**src/rtl/div_pkg.sv**
```systemverilog
// Shared types and constants for the sequential 8-bit signed/unsigned divider.
`timescale 1ns/1ps
package div_pkg;

  typedef enum logic [1:0] {
    IDLE = 2'd0,
    CALC = 2'd1,
    FIX  = 2'd2
  } div_state_t;

  localparam int WIDTH = 8;
  localparam int ITERS = 8;
  localparam int CNT_W = 3;

  localparam logic [CNT_W-1:0] LAST_CNT  = 3'd7;
  localparam logic [WIDTH-1:0] DIVZERO_Q = 8'hFF;
  localparam logic [WIDTH-1:0] OVF_Q     = 8'h80;

  // Magnitude of an operand: absolute value in signed mode (0x80 -> 128),
  // pass-through in unsigned mode.
  function automatic logic [WIDTH-1:0] mag8(input logic [WIDTH-1:0] v, input logic sm);
    if (sm && v[WIDTH-1]) begin
      return ~v + 8'd1;
    end else begin
      return v;
    end
  endfunction

endpackage

```
**src/rtl/div_step.sv**
```systemverilog
// One restoring shift-subtract iteration of the divider.
`timescale 1ns/1ps
module div_step
  import div_pkg::*;
(
  input  logic [WIDTH:0]   rem_in,
  input  logic [WIDTH-1:0] quo_in,
  input  logic [WIDTH-1:0] dvs,
  output logic [WIDTH:0]   rem_out,
  output logic [WIDTH-1:0] quo_out
);

  logic [WIDTH+1:0] shifted_s;
  logic [WIDTH+1:0] trial_s;

  // Shift {remainder, quotient} left, trial-subtract, restore on a negative result.
  always_comb begin
    shifted_s = {rem_in, quo_in[WIDTH-1]};
    trial_s   = shifted_s - {2'b00, dvs};
    if (trial_s[WIDTH+1] == 1'b0) begin
      rem_out = trial_s[WIDTH:0];
      quo_out = {quo_in[WIDTH-2:0], 1'b1};
    end else begin
      rem_out = shifted_s[WIDTH:0];
      quo_out = {quo_in[WIDTH-2:0], 1'b0};
    end
  end

endmodule

```
**src/rtl/signed_divider8.sv**
```systemverilog
// Sequential 8-bit divider: IDLE -> CALC (8 iterations) -> FIX, with
// sign fix-up and divide-by-zero / signed-overflow handling.
`timescale 1ns/1ps
module signed_divider8
  import div_pkg::*;
(
  input  logic             Clk,
  input  logic             Reset,
  input  logic             Start,
  input  logic             SignedMode,
  input  logic [WIDTH-1:0] Dividend,
  input  logic [WIDTH-1:0] Divisor,
  output logic             Busy,
  output logic             Done,
  output logic [WIDTH-1:0] Quotient,
  output logic [WIDTH-1:0] Remainder,
  output logic             DivZero,
  output logic             Overflow
);

  div_state_t       state_r;
  logic [CNT_W-1:0] cnt_r;
  logic [WIDTH:0]   rem_r;
  logic [WIDTH-1:0] quo_r;
  logic [WIDTH-1:0] dvs_mag_r;
  logic [WIDTH-1:0] dividend_r;
  logic [WIDTH-1:0] divisor_r;
  logic             signed_r;
  logic             qsign_r;
  logic             rsign_r;

  logic [WIDTH:0]   rem_next_s;
  logic [WIDTH-1:0] quo_next_s;
  logic [WIDTH-1:0] fix_q_s;
  logic [WIDTH-1:0] fix_r_s;
  logic             fix_dz_s;
  logic             fix_ovf_s;

  div_step u_step (
    .rem_in  (rem_r),
    .quo_in  (quo_r),
    .dvs     (dvs_mag_r),
    .rem_out (rem_next_s),
    .quo_out (quo_next_s)
  );

  // Final result selection: corner cases first, then sign fix-up of the magnitudes.
  always_comb begin
    fix_q_s   = quo_r;
    fix_r_s   = 8'(rem_r);
    fix_dz_s  = 1'b0;
    fix_ovf_s = 1'b0;
    if (divisor_r == 8'h00) begin
      fix_q_s  = DIVZERO_Q;
      fix_r_s  = dividend_r;
      fix_dz_s = 1'b1;
    end else if (signed_r && (dividend_r == 8'h80) && (divisor_r == 8'hFF)) begin
      fix_q_s   = OVF_Q;
      fix_r_s   = 8'h00;
      fix_ovf_s = 1'b1;
    end else begin
      fix_q_s = (signed_r && qsign_r) ? (~quo_r + 8'd1) : quo_r;
      fix_r_s = 8'((signed_r && rsign_r) ? (~rem_r + 9'd1) : rem_r);
    end
  end

  // Control FSM, iteration datapath and registered result outputs.
  always_ff @(posedge Clk) begin
    if (Reset) begin
      state_r    <= IDLE;
      cnt_r      <= 3'd0;
      rem_r      <= 9'd0;
      quo_r      <= 8'd0;
      dvs_mag_r  <= 8'd0;
      dividend_r <= 8'd0;
      divisor_r  <= 8'd0;
      signed_r   <= 1'b0;
      qsign_r    <= 1'b0;
      rsign_r    <= 1'b0;
      Busy       <= 1'b0;
      Done       <= 1'b0;
      Quotient   <= 8'd0;
      Remainder  <= 8'd0;
      DivZero    <= 1'b0;
      Overflow   <= 1'b0;
    end else begin
      Done <= 1'b0;
      case (state_r)
        IDLE: begin
          if (Start) begin
            dividend_r <= Dividend;
            divisor_r  <= Divisor;
            signed_r   <= SignedMode;
            dvs_mag_r  <= mag8(Divisor, SignedMode);
            quo_r      <= mag8(Dividend, SignedMode);
            qsign_r    <= Dividend[WIDTH-1] ^ Divisor[WIDTH-1];
            rsign_r    <= Dividend[WIDTH-1];
            rem_r      <= 9'd0;
            cnt_r      <= 3'd0;
            Busy       <= 1'b1;
            state_r    <= CALC;
          end else begin
            state_r <= IDLE;
          end
        end
        CALC: begin
          rem_r <= rem_next_s;
          quo_r <= quo_next_s;
          cnt_r <= cnt_r + 3'd1;
          if (cnt_r == LAST_CNT) begin
            state_r <= FIX;
          end else begin
            state_r <= CALC;
          end
        end
        FIX: begin
          Quotient  <= fix_q_s;
          Remainder <= fix_r_s;
          DivZero   <= fix_dz_s;
          Overflow  <= fix_ovf_s;
          Done      <= 1'b1;
          Busy      <= 1'b0;
          state_r   <= IDLE;
        end
        default: begin
          state_r <= IDLE;
          Busy    <= 1'b0;
        end
      endcase
    end
  end

endmodule

```
**config.mk**
```make
export PLATFORM = sky130hd
export DESIGN_NAME = signed_divider8
export DESIGN_NICKNAME = d
export VERILOG_FILES = /design/src/rtl/div_pkg.sv /design/src/rtl/div_step.sv /design/src/rtl/signed_divider8.sv
export SDC_FILE = /design/constraint.sdc
export NUM_CORES = 1
export LEC_CHECK = 0
export ABC_AREA = 1
export BUFFER_PORTS_ARGS = -buffer_cell sky130_fd_sc_hd__buf_2
export CAP_MARGIN = 20
export CORE_MARGIN = 1
export CORE_UTILIZATION = 64
export DETAILED_ROUTE_END_ITERATION = 6
export GPL_ROUTABILITY_DRIVEN = 0
export PLACE_DENSITY = 0.91
export SLEW_MARGIN = 20
export SYNTH_ARGS = -nofsm -noshare
export SYNTH_HDL_FRONTEND = slang
export SYNTH_SLANG_ARGS = --single-unit
```
**constraint.sdc**
```tcl
create_clock -name Clk -period 3 [get_ports Clk]
set_clock_uncertainty 0.1 [all_clocks]
set_input_delay 0.15 -clock Clk [delete_from_list [all_inputs] [get_ports Clk]]
set_output_delay 0.15 -clock Clk [all_outputs]
set_load 0.02 [all_outputs]
```
==> impl_metrics.sql <==
INSERT INTO impl_metrics (metric_group, metric, value, unit) VALUES
('logic_synthesis', 'post_synth_main_area_contributors', 'sky130_fd_sc_hd__dfxtp_1 35%, sky130_fd_sc_hd__nand2_1 13%, sky130_fd_sc_hd__inv_1 6.9%', ''),
('detailed_routing', 'drt-pass1-iter-count', '7', ''),
('global_routing', 'overall_global_routing_resource_usage', '34.1', '%'),
('detailed_routing', 'wirelength', '10.1', 'mm'),
('logic_synthesis', 'synth_cells', '561', ''),
('detailed_routing', 'post_drt_via_cell_ratio', '5.77', ''),
('floorplan', 'rows', '27', ''),
('worst_setup_path', 'worst_setup_path_startpoint', 'state_r[0]', ''),
('power', 'power-per-cell-area', '781', 'mW/mm^2'),
('floorplan', 'floorplan.io_pins', '40', ''),
('clock_network', 'ctsResizeCount', '0', ''),
('sta', 'fin_hold_ws', '-0.875', 'ps'),
('detailed_routing', 'dr.first_iter.drc_count', '466', ''),
('global_routing', 'via_count_of_the_first_global_routing_pass', '3571', ''),
('worst_setup_path', 'cp.required', '3180', 'ps'),
('sta', 'max_freq', '0.458', 'GHz'),
('logic_synthesis', 'synth.cell_area', '0.00383', 'mm^2'),
('clock_network', 'numCtsBuffers', '9', ''),
('sta', 'fin_setup_tns', '0', 'ps'),
('min_path', 'hold_depth', '3', ''),
('flow_run', 'maxCapViolations', '0', ''),
('worst_setup_path', 'timing.rr.start', 'state_r[0]', ''),
('detailed_routing', 'routed-via-count', '3885', ''),
('global_routing', 'globalRoute.totalOverflow', '0', ''),
('min_path', 'hold_path_class', 'input port to flip-flop', ''),
('worst_setup_path', 'crit_arrival', '2360', 'ps'),
('detailed_routing', 'drt-wirelength-per-cell', '14.9', 'um'),
('place', 'dp_hpwl', '7.14', 'mm'),
('cells_and_area', 'sequential_cell_area', '0.00134', 'mm^2'),
('place', 'port-buffer-count', '39', ''),
('cells_and_area', 'insertedDiodeCount', '0', ''),
('clock_network', 'ctsLongestPathBuffers', '2', ''),
('worst_setup_path', 'critPathMaxFanout', '21', ''),
('detailed_routing', 'drc', '8', ''),
('floorplan', 'design.die.area', '0.00630', 'mm^2'),
('logic_synthesis', 'yosysTopAreaCellShare', '35.0', '%'),
('worst_setup_path', 'timing.critical_path.to_type', 'flip-flop', ''),
('floorplan', 'chipWidth', '79.4', 'um'),
('floorplan', 'initial_cell_density_of_the_core', '68.0', '%'),
('worst_setup_path', 'rr_worst_depth', '5', ''),
('cells_and_area', 'area_growth', '13.2', '%'),
('cells_and_area', 'post_route_cells_drive_above_1_share', '14.3', '%'),
('cells_and_area', 'multiInputGateArea', '0.00210', 'mm^2'),
('logic_synthesis', 'synthArstFlopShare', '0', '%'),
('worst_setup_path', 'crit_type', 'flip-flop to flip-flop', ''),
('min_path', 'min_delay_endpoint', 'dividend_r[1]', ''),
('clock_network', 'cts.sinks', '67', ''),
('worst_setup_path', 'reg2reg_to', 'quo_r[2]', ''),
('outcome', 'failed_checks', 'design-rule violations, negative hold slack', ''),
('logic_synthesis', 'synth.ff_latch_count', '67', ''),
('cells_and_area', 'fillerInstances', '406', ''),
('clock_network', 'clock_insertion_delay_at_the_later_pin_of_the_skew_report', '360', 'ps'),
('sta', 'portion_of_the_clock_cycle_consumed_by_the_worst_path_in_the_final_layout', '72.8', '%'),
('sta', 'tmin_final', '2180', 'ps'),
('sta', 'worst_slew_pin_slew', '1010', 'ps'),
('sta', 'final_critical_path_setup_slack', '816', 'ps'),
('worst_setup_path', 'worst_setup_path_start_kind', 'flip-flop', ''),
('worst_setup_path', 'r2r_setup_slack', '820', 'ps'),
('logic_synthesis', 'number_of_enable_flip_flop_cells_after_synthesis', '0', ''),
('sta', 'slew_headroom', '32.8', '%'),
('detailed_routing', 'antenna_violating_nets_post_route', '0', ''),
('sta', 'finalSetupViolations', '0', ''),
('clock_network', 'worst_setup_hold_path_clk_slew', '90', 'ps'),
('logic_synthesis', 'cell_with_the_most_instances_after_synthesis', 'sky130_fd_sc_hd__nand2_1', ''),
('floorplan', 'core', '0.00564', 'mm^2'),
('cells_and_area', 'design.final.nets', '631', ''),
('clock_network', 'cts_post_setup_buffers_inserted', '0', ''),
('sta', 'hold_viol', '1', ''),
('global_routing', 'antenna_found_initial', '0', ''),
('clock_network', 'cts.hold.buffers_added', '1', ''),
('outcome', 'status', 'finished with violations', '');
-- cell type report --
type	count	share of cell area, %
Clock buffer	9	2.85
Clock inverter	7	3.37
Inverter	83	7.24
Multi-Input combinational cell	393	48.5
Sequential cell	67	30.9
Tap cell	72	2.08
Timing Repair Buffer	42	5.07
-- metal layers --
metal | GRT usage (%) | up-vias | share of wire (%)
met1 | 44.9 | 1736 | 43
met4 | 15.8 | 0 | 3.0
met3 | 5.94 | 31 | 7.6
met5 | 0 | - | 0
met2 | 54.3 | 206 | 47
li1 | - | 1912 | -
-- registers in the layout, indices dropped and copies added, names as in the netlist, 3 cells and up --
| name | flops |
|---|---|
| dividend_r | 8 |
| quo_r | 8 |
| dvs_mag_r | 8 |
| divisor_r | 7 |
| Quotient | 8 |
| rem_r | 9 |
| cnt_r | 3 |
| Remainder | 8 |
-- power by group --
group | internal [mW] | switching, mW
Combinational | 0.466 | 0.853
Clock | 0.643 | 0.386
Sequential | 0.968 | 0.0743
-- through the flow --
step | hold WS, ps | cell area, um^2 | utilization [%] | instances
after floorplan | 202 | 3830 | - | 561
after CTS | 21.0 | 4340 | 76.9 | 673
after global routing | 41.5 | 4340 | 76.9 | 673
after detailed placement | 351 | 4060 | 72.0 | 656
final | -0.875 | 4340 | 76.9 | 673
after global placement | 342 | 4060 | 71.9 | 656
-- cells by family after synthesis --
group                    after synthesis  share of synthesized area (%)
adder cells (fa/ha/maj)               15                           5.09
flip-flops                            67                           35.0
buffers and inverters                101                           10.2
AO/OA/AOI/OAI                        111                           16.1
XOR/XNOR                              18                           4.11
AND/OR/NAND/NOR                      249                           29.6
-- cell usage in the layout (no fill, tap or decap), drive strengths merged, types with 5 or more instances in the layout --
cell type / n
a21oi: 47
a31oi: 7
buf: 41
clkbuf: 9
dfxtp: 67
ha: 14
inv: 84
nand2: 133
nand3: 54
nand4: 6
nor2: 36
nor3: 12
o21ai: 42
xnor2: 5
xor2: 13
-- worst max path at each step --
stage	to	slack, ps	depth (start not counted)
3_5_place_dp	quo_r[4]	950	8
6_report	quo_r[2]	820	5
2_1_floorplan	rem_r[8]	1260	13
5_1_grt	quo_r[4]	670	8
3_3_place_gp	quo_r[4]	690	7
4_1_cts	quo_r[2]	820	6
-- critical path, cell delays in order (launching register included) --
cell and delay (ps):
sky130_fd_sc_hd__dfxtp_1 390, sky130_fd_sc_hd__nand2_1 170, sky130_fd_sc_hd__inv_1 300, sky130_fd_sc_hd__nor2_2 710, sky130_fd_sc_hd__nand2_1 160, sky130_fd_sc_hd__a31oi_1 270
(Power assumes the default switching activity.)
